File: config.mk
export PLATFORM = sky130hd
export DESIGN_NAME = sys_arr_feed_ctrl
export DESIGN_NICKNAME = d
export VERILOG_FILES = /design/src/rtl/sys_arr_feed_ctrl.sv
export SDC_FILE = /design/constraint.sdc
export NUM_CORES = 1
export LEC_CHECK = 0
export ABC_AREA = 1
export BUFFER_PORTS_ARGS = -buffer_cell sky130_fd_sc_hd__buf_2
export CORE_ASPECT_RATIO = 0.5
export CORE_MARGIN = 5
export CORE_UTILIZATION = 50
export CTS_BUF_LIST = sky130_fd_sc_hd__clkbuf_8
export DETAILED_ROUTE_END_ITERATION = 16
export PLACE_DENSITY_LB_ADDON = 0.3
export SYNTH_ARGS = -nofsm -noshare
export SYNTH_HDL_FRONTEND = slang
export SYNTH_SLANG_ARGS = --single-unit
File: constraint.sdc
create_clock -name clk -period 2.14 [get_ports clk]
set_input_delay 0.428 -clock clk [delete_from_list [all_inputs] [get_ports clk]]
set_output_delay 0.428 -clock clk [all_outputs]
set_load 0.02 [all_outputs]
File: src/rtl/sys_arr_feed_ctrl.sv
// Feed controller for the systolic-array skew bank: loads one tile of vectors
// through valid/ready, flushes the skew/deskew chains with bubbles, then pulses tile_done.
module sys_arr_feed_ctrl #(
  parameter int ARR_DIM      = 8,
  parameter int DRAIN_CYC    = 2 * ARR_DIM - 1,
  parameter int TILE_LEN_WDT = 16
) (
  input  logic                    clk,
  input  logic                    rst,
  input  logic                    tile_start,
  input  logic [TILE_LEN_WDT-1:0] tile_len,
  input  logic                    tile_abort,
  output logic                    tile_busy,
  output logic                    tile_done,
  input  logic                    in_val,
  output logic                    in_rdy,
  input  logic                    out_rdy,
  output logic                    chain_clk_en,
  output logic                    chain_in_val,
  output logic                    chain_flush,
  output logic [TILE_LEN_WDT-1:0] vec_cnt
);

  // A zero-length drain still needs a 1-bit counter to keep the declaration legal.
  localparam int DCW = (DRAIN_CYC > 0) ? $clog2(DRAIN_CYC + 1) : 1;
  localparam logic [DCW-1:0] DRAIN_LAST = DCW'((DRAIN_CYC > 0) ? DRAIN_CYC - 1 : 0);

  typedef enum logic [1:0] {
    IDLE  = 2'd0,
    LOAD  = 2'd1,
    DRAIN = 2'd2,
    DONE  = 2'd3
  } state_t;

  state_t                  state_r;
  logic [TILE_LEN_WDT-1:0] len_r;
  logic [TILE_LEN_WDT-1:0] vec_cnt_r;
  logic [DCW-1:0]          drain_cnt_r;
  logic                    xfer_s;

  assign vec_cnt = vec_cnt_r;

  // Output decode: everything held low during reset, otherwise derived from state and handshakes.
  always_comb begin
    in_rdy       = 1'b0;
    chain_in_val = 1'b0;
    chain_clk_en = 1'b0;
    chain_flush  = 1'b0;
    tile_busy    = 1'b0;
    tile_done    = 1'b0;
    if (rst) begin
      chain_clk_en = 1'b0;
    end else begin
      chain_clk_en = out_rdy;
      case (state_r)
        LOAD: begin
          in_rdy       = out_rdy;
          chain_in_val = in_val && out_rdy;
          tile_busy    = 1'b1;
        end
        DRAIN: begin
          chain_flush = 1'b1;
          tile_busy   = 1'b1;
        end
        DONE: begin
          tile_busy = 1'b1;
          tile_done = 1'b1;
        end
        default: begin
          tile_busy = 1'b0;
        end
      endcase
    end
  end

  assign xfer_s = in_val && in_rdy;

  // Tile sequencer: state, vector counter, latched length and drain counter.
  always_ff @(posedge clk) begin
    if (rst) begin
      state_r     <= IDLE;
      len_r       <= TILE_LEN_WDT'(0);
      vec_cnt_r   <= TILE_LEN_WDT'(0);
      drain_cnt_r <= DCW'(0);
    end else begin
      case (state_r)
        IDLE: begin
          if (tile_start) begin
            if (tile_len != TILE_LEN_WDT'(0)) begin
              len_r     <= tile_len;
              vec_cnt_r <= TILE_LEN_WDT'(0);
              state_r   <= LOAD;
            end else begin
              state_r <= DONE;
            end
          end
        end
        LOAD: begin
          if (xfer_s) begin
            vec_cnt_r <= vec_cnt_r + TILE_LEN_WDT'(1);
          end
          // An abort still lets a same-cycle transfer count before leaving.
          if ((xfer_s && (vec_cnt_r == len_r - TILE_LEN_WDT'(1))) || tile_abort) begin
            if (DRAIN_CYC == 0) begin
              state_r <= DONE;
            end else begin
              state_r <= DRAIN;
            end
          end
        end
        DRAIN: begin
          if (out_rdy) begin
            if (drain_cnt_r == DRAIN_LAST) begin
              drain_cnt_r <= DCW'(0);
              state_r     <= DONE;
            end else begin
              drain_cnt_r <= drain_cnt_r + DCW'(1);
            end
          end
        end
        DONE: begin
          state_r <= IDLE;
        end
        default: begin
          state_r <= IDLE;
        end
      endcase
    end
  end

endmodule

# Word level (Yosys, flattened, before mapping)
# Index checks and enable logic that the tools add are counted.
# totals
ff_bits,38
latch_bits,0
mem_bits_rw,0
mem_bits_ro,0
input_bits,22
output_inout_bits,22
memories,0
# op_classes
add_sub_neg,3
mul,0
div,0
magnitude_cmp,0
n_eq_ne,11
shifts,0
muxes,22
bitwise,0
reduce_logical,12
# op_table
cell,count
$mux 16,3
$pmux 16 s2,1
$add 16x1->16 const B,1
$eq 16x16->1,1
$reduce_bool 16->1,1
$sub 16x1->16 const B,1
$ne 2x2->1 const B,6
$mux 1,11
$mux 2,5
$pmux 2 s4,1
$reduce_and 4->1,2
$add 4x1->4 const B,1
$eq 2x2->1 const B,2
$eq 4x4->1 const B,1
$mux 4,1
$logic_and 1x1->1,3
$reduce_and 3->1,1
$reduce_or 3->1,1
$eq 2x1->1 const B,1
$logic_not 2->1,1
$reduce_and 2->1,1
$reduce_bool 2->1,1
$logic_or 1x1->1,1

# Depth between registers and ports, before layout
# Gate-level depths: netlist of the first run.
# depth
word_depth,8
depth_mapped,16
depth_no_buf,16

# Worst setup path before layout of the first run
# Ideal clock, no wire load.
# synth_path
path_kind,in2reg
startpoint,input port rst
endpoint,"register vec_cnt_r[0], in the netlist vec_cnt[0]"
setup_time_ps,116
arrival_time_ps,1857
required_time_ps,2024
path_slack_ps,167
path_stages,11
path_buffers,3
path_cell_list,clkbuf_1 nor2_1 nand3_1 inv_1 nor2_1 inv_1 nand2_2 buf_6 buf_12 a21oi_1 nor2_1
# synth_between
elab_chain_cells,4
# synth_rtl
item,line_no,rtl
from (decl),9,"input logic rst,"
$mux 1,51,if (rst) begin
$logic_and 1x1->1,76,assign xfer_s = in_val && in_rdy;
$ne 2x2->1 (no line),n/a,
$reduce_and 4->1 (no line),n/a,
to (signal assigned),100,vec_cnt_r <= vec_cnt_r + TILE_LEN_WDT'(1);
to (decl),37,logic [TILE_LEN_WDT-1:0] vec_cnt_r;
# Several ways; a longest one is shown, not always the timed one.
# A chain may end at the register's enable or synchronous reset.

# Worst setup path in the final report of the first run
# layout_path
startpoint,register state_r[1]
endpoint,output port in_rdy
# layout_between
elab_chain_cells,3
# layout_rtl
item,line_no,rtl
from (decl),35,state_t state_r;
from (signal assigned),81,state_r <= IDLE;
from (signal assigned),92,state_r <= LOAD;
from (signal assigned),94,state_r <= DONE;
$eq 2x1->1,55,case (state_r)
$mux 1,55,
$mux 1,51,
to (decl),16,"output logic in_rdy,"
# No other way between the ends.

==> out/metrics.cfg, run 1 <==
[outcome]
status = complete, no violations

[synth]
synth_area_leader_cell = dfxtp_1
seq_area_frac_synth = 0.2764
syn_nets = 462
syn-cell-area_um2 = 2753
synth-seq-cells = 38
syn_inst = 433
syn_avg_cell_area_um2 = 6.357
ys_types = 34
yosys-top-cells-area = dfxtp_1 (28%), nand2_1 (14%), inv_1 (8.2%)
yosys_warnings = 0
synth_top_area_share = 0.2764

[timing]
relSlewSlack = 0.6120
final.min_clock_period_ns = 1.942
fin_setup_tns_ns = 0
slew_violations = 0
rsz0062_at_grt = no
period_share = 0.9073
fin_skew_ns = 0.006609
fmax_mhz = 515.1
hold_violations = 0
max_slew.worst_pin.slew_ns = 0.5814
setup_viol = 0

[clock_tree]
cts_sinks = 38
numCtsBuffers = 5
clk_pin_slew_worst_paths_ns = 0.07
htreeDepth = 2
cts_tree = built
clockBufferDepth = 2
post_cts_buffers = 0
clock_latency_ns = 0.30
hold_buffers = 0
cts-root-buf = clkbuf_8

[floorplanning]
fp.dieH_um = 62.47
die_w_um = 114.9
rows = 19
start_util = 0.5101
io_pins = 44
coreArea_um2 = 5396
die_area_um2 = 7179

[routing]
initialDrtViolationCount = 169
via_count = 2805
detail_route.first_pass.iterations = 5
antenna_left = 0
routedWlPerCell_um = 13.03
via_per_inst = 5.009
finalWirelength_um = 7296
drc_errors = 0

[setup_path]
critPathMostFrequentCell = inv_1
start_kind = flop
path_max_fanout = 7
worstPathArrival_ns = 1.51
cp_slowest_cell = dfxtp_1
path_buf_inv = 3
path_cells = inv_1 -> ha_2 -> inv_1 -> nor3_1 -> buf_2
required_ns = 1.71
crit_type = flop to output pin
cp-end-kind = output pin
critical_path.max_stage_delay_ns = 0.35
critical_path.top_delay_family = buffers and inverters

[placed_design]
io_buffers = 43
place_hpwl_um = 5718
globalplace.congestion = 0.9114

[global_route]
grt_first_pass_wirelength_um = 12510
grt_use_total = 0.2150
globalRouteOverflowTotal = 0
grt_max_degree = 28
antenna_found_initial = 0
grt_pass1_vias = 2690

[finish]
utilization = 0.5980
drive_gt1_frac = 0.2115
finalNetCount = 515
synthToLayoutAreaGrowth_pct = 17.23
antenna_cells = 0

[power_and_ir_drop]
leakage_nw = 1.542
p_per_area_nw_per_um2 = 952.6
ir_drop_mv = 0.6747

[job]
drv_cap = 0

[worst_hold_path]
hold_path.class = input pin to flop

## stage by stage
step / area (um2) / instances / power (mW) / hold WS, ns / setup WS (ns)
after floorplan: 2753 / 433 / 2.124 / 0.4471 / 0.1670
after global placement: 3100 / 552 / 2.418 / 0.4683 / 0.2035
after detailed placement: 3100 / 552 / 2.434 / 0.4742 / 0.1696
after CTS: 3209 / 560 / 3.038 / 0.4136 / 0.1028
after global routing: 3227 / 560 / 3.365 / 0.4207 / 0.008420
final: 3227 / 560 / 3.074 / 0.4197 / 0.1985
## cells in the final DEF (no fill, tap or decap), types with 4 or more instances in the layout
cell type    n
a21oi_2      9
inv_1       60
buf_4       16
xor2_1      20
buf_2       43
nor4_2       4
nand2_1    104
nor3_1       8
xnor2_1      4
nor2_1      52
clkbuf_8     5
o21ai_0     20
ha_1         5
nand2_2     12
dfxtp_1     38
a21oi_1     28
nand3_1     31
## state kept, by name, summed over array words and instances, names as in the netlist
| name | cells |
|---|---|
| len_r | 16 |
| drain_cnt_r | 4 |
| vec_cnt | 16 |
| state_r | 2 |
## Yosys cell counts, drive strengths merged
master,n
nand4,4
a211oi,1
a21oi,37
nand3,31
a22oi,1
nand3b,1
and2,2
ha,7
buf,6
inv,60
nand2,117
nor4,7
xor2,20
or2,2
nor3,10
nor3b,1
dfxtp,38
o211a,1
o21ai,22
nor2,54
clkbuf,7
xnor2,4
## per-layer routing
metal / global-route usage / wire [um] / up-vias
met4: 0.05417 / 85 / 0
met5: 0 / 0 / -
met3: 0.04545 / 550 / 9
met1: 0.3101 / 3463 / 1252
met2: 0.3235 / 3198 / 67
li1: - / - / 1477
## worst min-delay path, cell delays in order
cell and delay, ns:
buf_2 0.11, nand3_1 0.07, a21oi_1 0.05
## cell families after synthesis
logic type / Yosys count / synth area share
and+or+nand+nor: 229 / 0.3750
DFF: 38 / 0.2764
adders and majority gates: 7 / 0.03182
AOI/OAI and AO/OA: 62 / 0.1300
xor gates and xnor gates: 24 / 0.07636
buffers and inverters: 73 / 0.1105
## power breakdown
group          switching, mW  internal [mW]
Sequential             0.134          0.819
Combinational          0.980          0.536
Clock                  0.262          0.343
Total                   1.38           1.70
## area by class of cell
| class | count | area [um2] |
|---|---|---|
| Clock buffer | 5 | 68.82 |
| Clock inverter | 3 | 40.04 |
| Fill cell | 526 | 2170 |
| Inverter | 60 | 225.2 |
| Multi-Input combinational cell | 322 | 1705 |
| Sequential cell | 38 | 760.7 |
| Tap cell | 73 | 91.34 |
| Timing Repair Buffer | 59 | 335.3 |
## worst paths after layout
check / from / endpoint / slack, ns / depth (start not counted)
hold reg to reg: len_r[15] / len_r[15] / 0.48 / 2
setup / recovery: state_r[1] / in_rdy / 0.20 / 5
setup reg to reg: len_r[0] / state_r[1] / 0.22 / 15
hold / removal: tile_len[12] / len_r[12] / 0.42 / 3
## what timing repair did
action | in CTS | in global routing
hold endpoints to repair | 0 | 0
setup endpoints to repair | 0 | 3
gates resized for setup | 0 | 6
No activity file was read; power rests on OpenSTA's default activity.
==> inputs of run 2 (changes only) <==
--- a/config.mk
+++ b/config.mk
@@ -12,6 +12,7 @@
 export CORE_UTILIZATION = 50
 export CTS_BUF_LIST = sky130_fd_sc_hd__clkbuf_8
 export DETAILED_ROUTE_END_ITERATION = 16
+export GPL_TIMING_DRIVEN = 0
 export PLACE_DENSITY_LB_ADDON = 0.3
 export SYNTH_ARGS = -nofsm -noshare
 export SYNTH_HDL_FRONTEND = slang
==> run 2 against run 1 <==
Net effect: fmax shrank 4.6%; largest power group unchanged; clock power down 15%; non-clock buffer count decreased by 1; combinational power grew 9%.
==> out/metrics.cfg, run 2 (synthesis results as in run 1) <==
[power_and_ir_drop]
leakage_nw = 1.516
pwr-share-seq = 0.306
p_total_mw = 3.114
p_comb_frac = 0.529
ir_drop_mv = 0.5203
p_clk_frac = 0.165
p_int_mw = 1.691
p_per_area_nw_per_um2 = 965.9
p_switching_mw = 1.423
switching_share = 0.4570

[global_route]
grt-busiest-layer = met2
grt_max_degree = 12
antenna_found_initial = 0
globalRouteMet1Util = 0.2897
globalRouteOverflowTotal = 0
grt_pass1_vias = 2574
grt_use_total = 0.2055
grt_first_pass_wirelength_um = 12030
grtUsageMet3 = 0.03288
grtUsageMet2 = 0.3192

[outcome]
status = complete, no violations

[finish]
finalNonFillerCells = 559
mostFrequentLayoutCells = nand2_1 (103), inv_1 (58), nor2_1 (51), buf_2 (46), dfxtp_1 (37)
multi_input_area_um2 = 1735
drive_gt1_frac = 0.2099
nFillCells = 521
finalNetCount = 514
synthToLayoutAreaGrowth_pct = 17.14
final_common_cell = nand2_1
regArea_um2 = 762.0
utilization = 0.5975
final_cell_area_um2 = 3224
antenna_cells = 0

[clock_tree]
cts_tree = built
hold_buffers = 0
htreeDepth = 2
numCtsBuffers = 5
clockBufferDepth = 2
cts_sinks = 38
clk_pin_slew_worst_paths_ns = 0.07
cts-root-buf = clkbuf_8
clock_latency_ns = 0.29

[floorplanning]
fp.dieH_um = 62.47
die_area_um2 = 7179
io_pins = 44
rows = 19
coreArea_um2 = 5396
die_w_um = 114.9
start_util = 0.5101

[setup_path]
reg2regPathDepth = 15
cp_slowest_cell = dfxtp_1
required_ns = 1.71
r2r_start = len_r[0]
reg2reg_slack_ns = 0.16
critical_path.max_stage_delay_ns = 0.35
path_cells = inv_2 -> ha_4 -> clkinvlp_4 -> buf_4 -> nor3_1 -> buf_2
worstPathArrival_ns = 1.61
r2r_end = state_r[0]
path_max_fanout = 10
cp-end-kind = output pin
crit_type = flop to output pin
start_kind = flop

[timing]
hold_violations = 0
setup_viol = 0
fmax_mhz = 491.1
slew_violations = 0
relSlewSlack = 0.5690
final.min_clock_period_ns = 2.036
hold_slack_ns = 0.4201
fin_skew_ns = 0.008668
period_share = 0.9514
max_slew.worst_pin.slew_ns = 0.6465

[routing]
initialDrtViolationCount = 172
routedWlPerCell_um = 13.08
antenna_left = 0
via_count = 2837
drc_errors = 0
detail_route.first_pass.iterations = 5
via_per_inst = 5.075
finalWirelength_um = 7314

[placed_design]
place_hpwl_um = 5605
dpl_cell_area_um2 = 3054
globalplace.congestion = 0.8658
placedCellCount = 548
io_buffers = 42

[worst_hold_path]
worstHoldEndpoint = len_r[12]
hold_path_depth = 3
hold_path.class = input pin to flop
holdCritStartpoint = tile_len[12]

[job]
drv_cap = 0

## run 2: final cells by class
type / instances / share of cell area
Multi-Input combinational cell: 322 / 0.5382
Sequential cell: 38 / 0.2363
Timing Repair Buffer: 45 / 0.07218
Inverter: 60 / 0.07101
Tap cell: 73 / 0.02833
Clock buffer: 6 / 0.02561
Buffer: 13 / 0.02561
Clock inverter: 2 / 0.002716
## run 2: power by group through the flow
stage	Sequential [mW]	Combinational (mW)	Clock, mW
after global routing	0.970	1.87	0.552
after global placement	0.957	1.49	0
after floorplan	0.953	1.17	0
after CTS	0.947	1.53	0.520
final	0.954	1.65	0.513
after detailed placement	0.959	1.51	0
## run 2: critical path, delay by kind of cell, from the launching register on
kind | cells | cell delay, ns
fa+ha+maj | 1 | 0.20
buf+inv | 4 | 0.61
simple gates | 1 | 0.17
flops | 1 | 0.35
## run 2: repair_timing
item                                    4_1_cts  5_1_grt
buffers inserted                              0        3
endpoints found under the setup margin        1        4
gates resized for setup                       4       14
## run 2: layer usage
layer,up-vias,part of all wire
li1,1475,-
met1,1274,0.49
met2,73,0.44
met3,15,0.051
met4,0,0.021
met5,-,0
## run 2: how the worst max path moves through the flow
stage / start / to / slack [ns] / cells past startpoint
final: state_r[1] / in_rdy / 0.10 / 6
after global routing: state_r[1] / in_rdy / -0.02 / 6
after CTS: len_r[0] / state_r[0] / 0.03 / 13
after detailed placement: tile_len[11] / vec_cnt[5] / -0.07 / 10
after global placement: tile_len[11] / vec_cnt[5] / -0.03 / 10
after floorplan: rst / vec_cnt[0] / 0.17 / 11
## run 2: stage by stage
step / worst slack, ns / TNS [ns]
6_report: 0.1039 / 0
5_1_grt: -0.02377 / -0.02377
4_1_cts: 0.02599 / 0
3_5_place_dp: -0.07417 / -0.7591
3_3_place_gp: -0.02999 / -0.1868
2_1_floorplan: 0.1670 / 0
==> inputs of run 3 (changes only) <==
--- a/config.mk
+++ b/config.mk
@@ -5,7 +5,6 @@
 export SDC_FILE = /design/constraint.sdc
 export NUM_CORES = 1
 export LEC_CHECK = 0
-export ABC_AREA = 1
 export BUFFER_PORTS_ARGS = -buffer_cell sky130_fd_sc_hd__buf_2
 export CORE_ASPECT_RATIO = 0.5
 export CORE_MARGIN = 5
==> run 3 against run 2 <==
Net effect: the run now ends with negative setup slack left; synthesized area is 17% lower; largest cell class unchanged; combinational power is 14% lower; fmax is 25% lower; cell count is 28% lower; highest routed layer unchanged; setup slack worse by 0.69 ns; flip-flop and latch count stayed put; global-route usage is 0.63 points lower.
==> out/metrics.cfg, run 3 <==
[routing]
detail_route.first_pass.iterations = 4
routedWlPerCell_um = 15.72
antenna_left = 0
initialDrtViolationCount = 151
via_per_inst = 5.838
via_count = 2341
finalWirelength_um = 6304
drc_errors = 0

[finish]
synthToLayoutAreaGrowth_pct = 29.94
drive_gt1_frac = 0.3198
mostFrequentLayoutCells = buf_2 (43), nor2_1 (37), dfxtp_1 (34), buf_4 (17), xnor2_1 (16)
finalNetCount = 372
final_common_cell = buf_2
antenna_cells = 0

[clock_tree]
cts_tree = built
cts-root-buf = clkbuf_8
clockBufferDepth = 2
cts_sinks = 38
htreeDepth = 2
numCtsBuffers = 5
clock_latency_ns = 0.30
clk_pin_slew_worst_paths_ns = 0.08
hold_buffers = 0

[setup_path]
cp-end-kind = flop
crit_type = flop to flop
required_ns = 2.35
r2r_start = len_r[9]
crit_path_start = len_r[9]
path_max_fanout = 4
worstPathArrival_ns = 2.93
start_kind = flop

[job]
drv_cap = 0

[power_and_ir_drop]
ir_drop_mv = 0.5730
leakage_nw = 1.201
p_per_area_nw_per_um2 = 966.5

[global_route]
globalRouteOverflowTotal = 0
grtUsageMet3 = 0.04672
grt-busiest-layer = met2
antenna_found_initial = 0
grt_pass1_vias = 2153
grt_first_pass_wirelength_um = 9894
grtUsageMet2 = 0.3261
grt_max_degree = 20
globalRouteMet1Util = 0.2682
grt_use_total = 0.1992

[synth]
ys_types = 51
ys.flop_type = dfxtp_1
syn-cell-area_um2 = 2298
postSynth.asyncResetShare = 0
synth_area_leader_cell = dfxtp_1
synth_top_area_share = 0.3310
syn_inst = 278
seq_area_frac_synth = 0.3310
syn_avg_cell_area_um2 = 8.268
yosys_warnings = 0
synth-seq-cells = 38
syn_nets = 307
synth-edff-count = 0
yosys-top-cells-area = dfxtp_1 (33%), nor2_1 (6.2%), mux2i_1 (6.1%)
yosys-top-cells-count = dfxtp_1 (38), nor2_1 (38), a21oi_1 (19)

[timing]
period_share = 1.273
setup_viol = 7
fmax_mhz = 367.2
worst_slack_ns = -0.5836
hold_violations = 0
slew_violations = 0
rsz0062_at_grt = yes
fin_setup_tns_ns = -1.355
relSlewSlack = 0.6213
max_slew.worst_pin.slew_ns = 0.5629
fin_skew_ns = 0.008202
final.min_clock_period_ns = 2.724

[worst_hold_path]
hold_path.class = input pin to flop
holdCritStartpoint = tile_len[14]

[placed_design]
place_worst_setup_slack_ns = -0.6974
place_hpwl_um = 4343
globalplace.congestion = 0.8830
io_buffers = 43

[floorplanning]
io_pins = 44
start_util = 0.5195
die_area_um2 = 6135
rows = 17
fp.dieH_um = 57.94
die_w_um = 105.9
coreArea_um2 = 4424

[outcome]
status = finished with violations
violations = negative setup slack

run 3: path summary, 6_finish.rpt:
kind,endpoint,slack (ns),depth (start not counted)
setup / recovery,state_r[0],-0.58,7
hold / removal,len_r[14],0.38,3
setup reg to reg,state_r[0],-0.58,7
hold reg to reg,drain_cnt_r[1],0.52,2
run 3: worst max-delay path, cell delays in order, from the launching register on:
cell and delay (ns):
dfxtp_1 0.37, or4_4 0.50, or4_4 0.51, mux2i_1 0.20
o32ai_2 0.12, o41ai_4 0.50, nand2_2 0.14, a221oi_2 0.29
run 3: layout make-up:
cell class                      count  area [um2]
Fill cell                         366        1438
Inverter                           11       43.79
Multi-Input combinational cell    219        1613
Tap cell                           57       71.32
Sequential cell                    38       773.2
Buffer                              8       32.53
Clock buffer                        8       110.1
Timing Repair Buffer               60       342.8
run 3: metrics by stage:
step                area (um2)  instances  hold WS (ns)  total power [mW]  utilization
floorplan                 2320        278        0.4664             1.688            -
global placement          2606        378        0.4883             1.872       0.5891
detailed placement        2606        378        0.4960             1.912       0.5891
CTS                       2869        397        0.3807             2.678       0.6485
global route              2987        401        0.3936             3.029       0.6751
finish                    2987        401        0.3809             2.886       0.6751
run 3: power by group:
part	leakage, nW	internal (mW)	switching [mW]
clock network	0.0575	0.326	0.265
registers	0.311	0.782	0.0926
logic	0.832	0.682	0.739
total	1.20	1.79	1.10
run 3: what timing repair did:
item	CTS	global route
gates resized for setup	18	17
gates cloned	0	0
setup buffers	13	4
setup endpoints to repair	22	16
pin swaps	10	2
run 3: cells by family after synthesis:
logic type / Yosys count / synth area share
DFF: 38 / 0.3310
buffers and inverters: 21 / 0.03756
and+or+nand+nor: 123 / 0.2896
xor gates and xnor gates: 25 / 0.09526
adders and majority gates: 7 / 0.03810
AOI/OAI and AO/OA: 50 / 0.1475
muxes: 14 / 0.06097
run 3: routing by layer:
layer / vias up / share of wire
li1: 1141 / -
met1: 1104 / 0.46
met2: 87 / 0.46
met3: 9 / 0.067
met4: 0 / 0.0098
met5: - / 0
